--- config.mk ---
export PLATFORM = sky130hd
export DESIGN_NAME = mem_arbiter
export DESIGN_NICKNAME = d
export VERILOG_FILES = /design/src/rtl/mem_arbiter_pkg.sv /design/src/rtl/mem_arbiter_arb_priority.sv /design/src/rtl/mem_arbiter.sv
export SDC_FILE = /design/constraint.sdc
export NUM_CORES = 1
export LEC_CHECK = 0
export BUFFER_PORTS_ARGS = -buffer_cell sky130_fd_sc_hd__buf_2
export CORE_MARGIN = 4
export CORE_UTILIZATION = 41
export CTS_CLUSTER_SIZE = 28
export DETAILED_ROUTE_END_ITERATION = 8
export GPL_TIMING_DRIVEN = 1
export PLACE_DENSITY = 0.76
export REMOVE_ABC_BUFFERS = 1
export SLEW_MARGIN = 20
export SYNTH_ARGS = -nofsm -noshare
export SYNTH_HDL_FRONTEND = slang
export SYNTH_SLANG_ARGS = --single-unit
--- constraint.sdc ---
create_clock -name clk -period 1.69 [get_ports clk]
set_input_delay 0.0845 -clock clk [delete_from_list [all_inputs] [get_ports clk]]
set_output_delay 0.0845 -clock clk [all_outputs]
set_load 0.03 [all_outputs]
--- src/rtl/mem_arbiter_pkg.sv ---
// mem_arbiter_pkg: shared encodings for the fetch/data SRAM arbiter.
//   state_e : arbiter FSM states (IDLE, ACCESS, DONE)
//   owner_e : which requester owns the access in flight (fetch or data)
//   RAM_AW  : SRAM word-address width
package mem_arbiter_pkg;

   typedef enum logic [1:0] {
      IDLE   = 2'd0,
      ACCESS = 2'd1,
      DONE   = 2'd2
   } state_e;

   typedef enum logic {
      OWN_IF = 1'b0,
      OWN_D  = 1'b1
   } owner_e;

   localparam int RAM_AW = 20;

endpackage

--- src/rtl/mem_arbiter_arb_priority.sv ---
// arb_priority: combinational grant selection between the fetch and data ports.
//   d_req_i      : data port request
//   if_req_i     : fetch port request
//   starve_hit_i : fetch has waited the allowed number of data grants
//   grant_o      : some requester is granted this cycle
//   owner_o      : granted owner (OWN_D / OWN_IF encoding from the package)
module arb_priority
   import mem_arbiter_pkg::*;
(
   input  logic d_req_i,
   input  logic if_req_i,
   input  logic starve_hit_i,
   output logic grant_o,
   output logic owner_o
);

   assign grant_o = d_req_i | if_req_i;

   // Data normally wins; a starved fetch only overrides when it is actually requesting.
   assign owner_o = (d_req_i && !(if_req_i && starve_hit_i)) ? OWN_D : OWN_IF;

endmodule

--- src/rtl/mem_arbiter.sv ---
// mem_arbiter: shares one single-port asynchronous SRAM between the fetch port
// and the data (load/store) port. Each access runs IDLE -> ACCESS (WAIT_CYCLES
// strobe cycles) -> DONE (one-cycle ack, write hold) -> IDLE.
//   clk, rst                    : clock, asynchronous active-low reset
//   if_req/if_addr              : fetch request in; if_rdata/if_ack out
//   d_req/d_we/d_be/d_addr/d_wdata : data request in; d_rdata/d_ack out
//   ram_addr/ram_wdata/ram_rdata   : SRAM word address, write and read data
//   ram_ce_n/ram_oe_n/ram_we_n/ram_be_n : SRAM strobes, active-low
//   busy                        : access in progress (ACCESS or DONE)
// Optional: define ARB_STARVE_GUARD_EN to let a waiting fetch win after
// STARVE_MAX consecutive data grants; otherwise data has strict priority.
module mem_arbiter
   import mem_arbiter_pkg::*;
#(
   parameter int WAIT_CYCLES = 2,
   parameter int STARVE_MAX  = 4
) (
   input  logic                clk,
   input  logic                rst,
   input  logic                if_req,
   input  logic [31:0]         if_addr,
   output logic [31:0]         if_rdata,
   output logic                if_ack,
   input  logic                d_req,
   input  logic                d_we,
   input  logic [3:0]          d_be,
   input  logic [31:0]         d_addr,
   input  logic [31:0]         d_wdata,
   output logic [31:0]         d_rdata,
   output logic                d_ack,
   output logic [RAM_AW-1:0]   ram_addr,
   output logic [31:0]         ram_wdata,
   input  logic [31:0]         ram_rdata,
   output logic                ram_ce_n,
   output logic                ram_oe_n,
   output logic                ram_we_n,
   output logic [3:0]          ram_be_n,
   output logic                busy
);

   if (WAIT_CYCLES < 1 || WAIT_CYCLES > 7 || STARVE_MAX < 1 || STARVE_MAX > 7) begin : g_bad_param
      $error("mem_arbiter: WAIT_CYCLES and STARVE_MAX must be in 1..7");
   end

   state_e              state_q, state_d;
   owner_e              owner_q, owner_d;
   logic [2:0]          cnt_q, cnt_d;
   logic [RAM_AW-1:0]   addr_q, addr_d;
   logic                we_q, we_d;
   logic [3:0]          be_q, be_d;
   logic [31:0]         wdata_q, wdata_d;
   logic [31:0]         if_rdata_q, if_rdata_d;
   logic [31:0]         d_rdata_q, d_rdata_d;
   logic                grant, gnt_own, starve_hit, last;
   logic                unused;

   // Byte offset and bits above the SRAM window are not used for addressing.
   assign unused = ^{if_addr[31:RAM_AW+2], if_addr[1:0], d_addr[31:RAM_AW+2], d_addr[1:0]};

   arb_priority u_prio (
      .d_req_i      (d_req),
      .if_req_i     (if_req),
      .starve_hit_i (starve_hit),
      .grant_o      (grant),
      .owner_o      (gnt_own)
   );

`ifdef ARB_STARVE_GUARD_EN
   logic [2:0] starve_q, starve_d;
   assign starve_hit = starve_q == 3'(STARVE_MAX);
   // Counts data grants that made a requesting fetch wait; a fetch grant clears it.
   always_comb begin
      starve_d = starve_q;
      if (state_q == IDLE && grant)
         starve_d = (gnt_own == OWN_IF) ? 3'd0 : starve_q + 3'(if_req);
   end
   always_ff @(posedge clk or negedge rst) begin
      if (!rst) starve_q <= 3'd0;
      else      starve_q <= starve_d;
   end
`else
   assign starve_hit = 1'b0;
`endif

   assign last = cnt_q == 3'(WAIT_CYCLES - 1);

   always_comb begin
      state_d    = state_q;
      owner_d    = owner_q;
      cnt_d      = cnt_q;
      addr_d     = addr_q;
      we_d       = we_q;
      be_d       = be_q;
      wdata_d    = wdata_q;
      if_rdata_d = if_rdata_q;
      d_rdata_d  = d_rdata_q;
      case (state_q)
         IDLE: begin
            if (grant) begin
               state_d = ACCESS;
               cnt_d   = 3'd0;
               owner_d = owner_e'(gnt_own);
               addr_d  = (gnt_own == OWN_D) ? d_addr[RAM_AW+1:2] : if_addr[RAM_AW+1:2];
               we_d    = (gnt_own == OWN_D) && d_we;
               be_d    = ((gnt_own == OWN_D) && d_we) ? d_be : 4'hF;
               wdata_d = (gnt_own == OWN_D) ? d_wdata : 32'h0;
            end
         end
         ACCESS: begin
            cnt_d = cnt_q + 3'd1;
            if (last) begin
               state_d = DONE;
               if (!we_q && owner_q == OWN_D)  d_rdata_d  = ram_rdata;
               if (!we_q && owner_q == OWN_IF) if_rdata_d = ram_rdata;
            end
         end
         DONE:    state_d = IDLE;
         default: state_d = IDLE;
      endcase
   end

   always_ff @(posedge clk or negedge rst) begin
      if (!rst) begin
         state_q    <= IDLE;
         owner_q    <= OWN_IF;
         cnt_q      <= 3'd0;
         addr_q     <= '0;
         we_q       <= 1'b0;
         be_q       <= 4'h0;
         wdata_q    <= 32'h0;
         if_rdata_q <= 32'h0;
         d_rdata_q  <= 32'h0;
      end else begin
         state_q    <= state_d;
         owner_q    <= owner_d;
         cnt_q      <= cnt_d;
         addr_q     <= addr_d;
         we_q       <= we_d;
         be_q       <= be_d;
         wdata_q    <= wdata_d;
         if_rdata_q <= if_rdata_d;
         d_rdata_q  <= d_rdata_d;
      end
   end

   // DONE keeps chip enable and address/data asserted with both OE and WE released,
   // giving the SRAM its write hold time.
   assign busy      = state_q != IDLE;
   assign ram_ce_n  = !busy;
   assign ram_oe_n  = !(state_q == ACCESS && !we_q);
   assign ram_we_n  = !(state_q == ACCESS && we_q);
   assign ram_be_n  = busy ? ~be_q : 4'hF;
   assign ram_addr  = addr_q;
   assign ram_wdata = wdata_q;
   assign if_ack    = state_q == DONE && owner_q == OWN_IF;
   assign d_ack     = state_q == DONE && owner_q == OWN_D;
   assign if_rdata  = if_rdata_q;
   assign d_rdata   = d_rdata_q;

endmodule

==> results of run 1 <==
-- what timing repair did --
item	in CTS	in global routing
hold endpoints to repair	227	0
hold buffers	69	0
buffers inserted	1	1
pin swaps	0	1
setup endpoints to repair	30	35
gates resized for setup	4	4
-- report_power, final --
group / internal, W / leakage [nW] / total (W) / switching, W
registers: 0.00454 / 1.52 / 0.00537 / 0.000834
clock network: 0.00216 / 0.267 / 0.00344 / 0.00128
logic: 0.00340 / 2.24 / 0.00857 / 0.00517
total: 0.0101 / 4.02 / 0.0174 / 0.00728
-- area by class of cell --
type                            instances  area [µm²]  share of cell area (%)
Sequential cell                       127        3180                    39.8
Inverter                                3        11.3                   0.141
Clock buffer                           21         440                    5.52
Clock inverter                         11         116                    1.46
Timing Repair Buffer                  331        2160                    27.1
Multi-Input combinational cell        173        1860                    23.3
Tap cell                              168         210                    2.63
-- worst min-delay path by stage --
| stage | startpoint | to | slack [ns] | cells past startpoint |
|---|---|---|---|---|
| after floorplan | rst | be_q[0]$_DFFE_PN0P_ | -0.21 | 0 |
| after global placement | rst | d_rdata[4]$_DFFE_PN0P_ | 0.12 | 2 |
| after detailed placement | rst | d_rdata[9]$_DFFE_PN0P_ | 0.14 | 2 |
| after CTS | if_addr[19] | ram_addr[17]$_DFFE_PN0P_ | 0.02 | 3 |
| after global routing | if_addr[7] | ram_addr[5]$_DFFE_PN0P_ | 0.02 | 3 |
| final | if_addr[7] | ram_addr[5]$_DFFE_PN0P_ | 0.04 | 3 |
-- registers in the layout, indices dropped and copies added, names as in the netlist --
register,flops
owner_q,1
d_rdata,32
state_q,2
be_q,4
ram_addr,20
if_rdata,32
cnt_q,3
ram_wdata,32
we_q,1
-- logic make-up after synthesis --
kind of cell    after synthesis
simple gates                 24
compound gates               42
mux                         104
xor+xnor                      1
fa+ha+maj                     2
buf+inv                      20
flops                       127
-- metal layers --
layer	vias up	part of all wire [%]	GRT usage, %
met5	-	0	0
met3	37	9.1	7.86
met4	0	2.6	8.36
met2	199	51	34.1
li1	1834	-	-
met1	1972	38	22.1
-- critical path, stage by stage (launching register included) --
cell and delay [ns]:
dfrtp_1 0.38, inv_1 0.06, ha_2 0.16, and4bb_4 0.28
nand3_4 0.17, buf_4 0.22, mux2_4 0.30
-- metrics by stage --
stage                     util [%]  instances
after global routing          65.6        834
after CTS                     65.5        833
final                         65.6        834
after global placement        55.0        731
after detailed placement      55.0        731
after floorplan                  -        303
-- synth_stat cells, drive strengths merged, types with 2 or more instances --
cell and instances:
or2 3, ha 2, dfrtp 127, mux2 104, o22a 4, nand2 8, nor2 4, nand2b 2
clkbuf 4, inv 3, a22o 32, o21ai 4, nor3b 2, buf 13
==> flow_metrics.py, run 1 <==
metrics = {
    "sta": {
        "rsz0062_at_grt": "true",
        "finalCritPeriodShare_pct": 99.8,
        "setup_slack_ns": 0.00322,
        "fin_skew_ns": 0.00750,
        "worstMarginPinSlew_ns": 0.345,
        "finalSetupViolations": 0,
        "slew-limit-headroom_pct": 77.0,
        "fmax_mhz": 593,
        "setup_tns_ns": 0,
        "slew_viol_final": 0,
        "fin_crit_ns": 1.69,
        "whs_ns": 0.0404,
        "hold_violations": 0,
    },
    "grt": {
        "grt_use_total_pct": 19.9,
        "grt_pass1_vias": 4466,
        "grt_pass1_wl_um": 22600,
        "antenna_found_initial": 0,
        "gr-total-overflow": 0,
        "grt_max_degree": 66,
    },
    "routing": {
        "drc": 0,
        "avgViaCountPerCell": 4.85,
        "ant_nets": 0,
        "vias": 4042,
        "first_pass_iters": 4,
        "drt-wirelength-per-cell_um": 17.2,
        "drtIter0Drc": 158,
        "finalWirelength_um": 14300,
    },
    "floorplanning": {
        "ios": 263,
        "core_mm2": 0.0122,
        "rows": 40,
        "die_h_um": 120,
        "dieArea_mm2": 0.0145,
        "die_w_um": 120,
        "initial_core_util_pct": 42.5,
    },
    "placement": {
        "place_area_mm2": 0.00669,
        "io_buffers": 238,
        "dpl.hpwl_um": 9470,
        "dp_worst_setup_slack_ns": -0.00190,
        "gp_congestion": 0.775,
    },
    "layout": {
        "diodes": 0,
        "layout_common_cells": "235 x buf_2, 127 x dfrtp_1, 72 x mux2_2, 69 x dlygate4sd3_1, 32 x a22o_1",
        "nFillCells": 861,
        "final_common_cell": "buf_2",
        "syn2layout_area_growth_pct": 54.5,
        "fin_area_mm2": 0.00798,
        "post_route_cells_drive_above_1_share_pct": 60.7,
        "final_nets": 792,
    },
    "clock_tree": {
        "clock-sinks": 127,
        "htreeDepth": 4,
        "clkLatencyLatePin_ns": 0.41,
        "cts_root_buf": "clkbuf_16",
        "cts.reportedPaths.clkPinSlew_ns": 0.06,
        "cts_inserted_buffers": 17,
        "cts_tree": "done",
        "cts_buffer_depth": 2,
    },
    "power": {
        "vdd_drop_max_mv": 1.45,
        "cellPowerDensity_mw_per_mm2": 2180,
        "total_power_w": 0.0174,
        "p_leak_nw": 4.02,
    },
    "synthesis": {
        "synth-async-reset-ratio_pct": 100,
        "yosysUniqueCellTypes": 32,
        "synth_fa_ha_area_share_pct": 0.484,
        "ys_seq_elements": 127,
        "ys_seq_area_share_pct": 61.5,
        "syn_area_per_cell_um2": 16.1,
        "synthCells": 320,
        "synth.cell_area_mm2": 0.00517,
        "synth_mux_area_share_pct": 24.8,
        "yosys.area_share.simple_pct": 3.32,
        "yosysTopAreaCellShare_pct": 61.5,
        "synth.area.top_cells": "dfrtp_1 62%, mux2_2 16%, mux2_4 8.7%",
        "yosys.area.top_type": "dfrtp_1",
        "synth-compound-area-share_pct": 6.83,
        "synthFlopType": "dfrtp_1",
        "synth_xor_area_share_pct": 0.170,
        "synth-edff-count": 0,
        "synth_top_family_by_area": "multiplexers",
        "ys_warn_count": 0,
    },
    "min_path": {
        "min_path_type": "in2reg",
    },
    "setup_path": {
        "crit_type": "reg2reg",
        "cp.required_ns": 1.97,
        "critPathMaxFanout": 7,
        "r2r_start": "cnt_q[1]$_DFFE_PN0P_",
        "reg2reg_slack_ns": 0.003,
        "arrival_ns": 1.97,
        "start_kind": "register",
        "end_kind": "register",
        "crit_path_end": "d_rdata[22]$_DFFE_PN0P_",
        "r2r-end": "d_rdata[22]$_DFFE_PN0P_",
        "r2r.worst_path.cells": 6,
        "crit_start": "cnt_q[1]$_DFFE_PN0P_",
    },
    "outcome": {
        "status": "complete, no violations",
    },
    "run": {
        "cap_violations": 0,
    },
}
Note: power is estimated with default switching activity, not from simulation.
==> run 2, diff against run 1 <==
Settings changed: ABC_AREA set to 1, CORE_UTILIZATION 41 to 42, PLACE_DENSITY 0.76 to 0.77.
==> flow_metrics.py, run 2 <==
metrics = {
    "setup_path": {
        "critPathMaxFanout": 8,
        "crit_chain": "inv_2 > nand2_2 > or2_2 > buf_2",
        "cp.required_ns": 1.61,
        "crit_type": "reg2out",
        "end_kind": "output pin",
        "arrival_ns": 1.57,
        "cpMaxStageDelayCell": "dfrtp_2",
        "slowest_delay_ns": 0.44,
        "start_kind": "register",
    },
    "layout": {
        "layout.cells.non_filler": 1151,
        "fin_util_pct": 67.2,
        "final_common_cell": "nand2_1",
        "post_route_cells_drive_above_1_share_pct": 30.6,
        "syn2layout_area_growth_pct": 57.2,
        "final_nets": 1105,
        "layout_common_cells": "286 x nand2_1, 237 x buf_2, 126 x dfrtp_1, 101 x nand3_1, 99 x dlygate4sd3_1",
        "diodes": 0,
    },
    "grt": {
        "antenna_found_initial": 1,
        "gr-total-overflow": 0,
        "grt_pass1_wl_um": 28700,
        "grt_use_total_pct": 25.2,
        "grt_pass1_vias": 5762,
        "grt_max_degree": 59,
    },
    "power": {
        "pwr-share-comb_pct": 48.2,
        "p_sw_w": 0.00836,
        "vdd_drop_max_mv": 1.27,
        "seqPwrFrac_pct": 29.8,
        "cellPowerDensity_mw_per_mm2": 2130,
        "p_leak_nw": 4.69,
        "p_clk_share_pct": 22.0,
        "intPower_w": 0.00967,
        "switching_share_pct": 46.4,
    },
    "clock_tree": {
        "cts_inserted_buffers": 17,
        "clkLatencyLatePin_ns": 0.41,
        "cts_tree": "done",
        "htreeDepth": 4,
        "clock-sinks": 127,
        "cts_root_buf": "clkbuf_16",
        "cts_buffer_depth": 2,
        "cts.reportedPaths.clkPinSlew_ns": 0.05,
    },
    "sta": {
        "setup_tns_ns": 0,
        "worstMarginPinSlew_ns": 0.438,
        "slew_viol_final": 0,
        "fin_skew_ns": 0.00890,
        "setup_slack_ns": 0.0320,
        "fin_crit_ns": 1.66,
        "fmax_mhz": 603,
        "finalCritPeriodShare_pct": 98.1,
        "hold_violations": 0,
        "finalSetupViolations": 0,
        "whs_ns": 0.0193,
        "slew-limit-headroom_pct": 70.8,
        "rsz0062_at_grt": "true",
    },
    "synthesis": {
        "ys_warn_count": 0,
        "synth-async-reset-ratio_pct": 100,
        "yosys.area.top_type": "dfrtp_1",
        "synth_mux_area_share_pct": 0,
        "ys_seq_area_share_pct": 59.2,
        "yosys.area_share.simple_pct": 32.3,
        "synth_fa_ha_area_share_pct": 0.466,
        "synth.top_cells.by_count": "286 x nand2_1, 127 x dfrtp_1, 101 x nand3_1, 24 x inv_1, 22 x o21ai_0",
        "yosys.cell_count.top_type": "nand2_1",
        "synth-compound-area-share_pct": 2.14,
        "synth.cell_area_mm2": 0.00537,
        "yosysTopAreaCellShare_pct": 59.2,
        "synthFlopType": "dfrtp_1",
        "yosysUniqueCellTypes": 20,
        "synth_xor_area_share_pct": 0,
        "ys_seq_elements": 127,
        "syn_area_per_cell_um2": 8.50,
        "synth-edff-count": 0,
        "synthCells": 632,
        "synth_top_family_by_area": "simple AND/OR/NAND/NOR gates",
        "synth.area.top_cells": "dfrtp_1 59%, nand2_1 20%, nand3_1 9.4%",
    },
    "routing": {
        "drc": 0,
        "drtIter0Drc": 562,
        "first_pass_iters": 5,
        "finalWirelength_um": 18700,
        "vias": 5732,
        "avgViaCountPerCell": 4.98,
        "ant_nets": 0,
        "drt-wirelength-per-cell_um": 16.3,
    },
    "floorplanning": {
        "initial_core_util_pct": 42.7,
        "ios": 263,
        "rows": 41,
        "die_w_um": 121,
        "core_mm2": 0.0126,
        "dieArea_mm2": 0.0147,
        "die_h_um": 121,
    },
    "placement": {
        "dpl.hpwl_um": 10800,
        "io_buffers": 238,
        "dp.cells": 1019,
        "gp_congestion": 0.823,
        "dp_worst_setup_slack_ns": 0.202,
    },
    "min_path": {
        "min_path_type": "in2reg",
    },
    "outcome": {
        "status": "complete, no violations",
    },
    "run": {
        "cap_violations": 0,
    },
}
run 2: metrics by stage:
step           instance area (µm²)  power, W
3_5_place_dp                  6800    0.0137
6_report                      8450    0.0180
3_3_place_gp                  6800    0.0135
5_1_grt                       8450    0.0190
4_1_cts                       8440    0.0179
2_1_floorplan                 5150    0.0106
run 2: cells by family after synthesis:
kind of cell	after synthesis
simple gates	416
fa+ha+maj	2
compound gates	23
flops	127
buf+inv	64
run 2: power groups by stage:
stage	combinational, W	clock, W	sequential [W]
floorplan	0.00267	0	0.00792
global placement	0.00819	0	0.00529
detailed placement	0.00835	0	0.00532
CTS	0.00856	0.00402	0.00532
global route	0.00930	0.00418	0.00552
finish	0.00868	0.00398	0.00537
run 2: worst paths after layout:
| path | endpoint | from | cells past startpoint | slack (ns) |
|---|---|---|---|---|
| worst max-delay path | ram_oe_n | state_q[1]$_DFFE_PN0P_ | 4 | 0.03 |
| worst min-delay path | ram_addr[19]$_DFFE_PN0P_ | d_addr[21] | 5 | 0.02 |
| worst max register to register | d_rdata[24]$_DFFE_PN0P_ | cnt_q[1]$_DFFE_PN0P_ | 8 | 0.19 |
| worst min register to register | if_rdata[9]$_DFFE_PN0P_ | if_rdata[9]$_DFFE_PN0P_ | 2 | 0.46 |
| max in group asynchronous | state_q[1]$_DFFE_PN0P_ | rst | 3 | 0.91 |
| min in group asynchronous | d_rdata[31]$_DFFE_PN0P_ | rst | 2 | 0.18 |
run 2: cell type report:
type	instances	area, µm²
repair buffers	353	2410
clock buffers	22	464
well taps	172	215
clock inverters	10	184
fillers	886	4120
inverters	26	97.6
multi-input cells	441	1900
flip-flops and latches	127	3180
run 2: routing by layer:
metal	wire (µm)	track usage [%]
met1	7270	29.7
met2	8970	42.1
met3	1790	7.27
met4	693	12.5
met5	0	0
run 2: what timing repair did:
item	in CTS	in global routing
gates cloned	0	0
hold endpoints to repair	243	0
hold buffers	99	0
setup endpoints to repair	2	6
gates resized for setup	1	0
pin swaps	1	1
setup buffers	0	1
run 2: critical path, delay by kind of cell, from the launching register on:
kind	cells	cell delay, ns
flip-flops	1	0.44
buffers and inverters	2	0.28
AND/OR/NAND/NOR	2	0.44
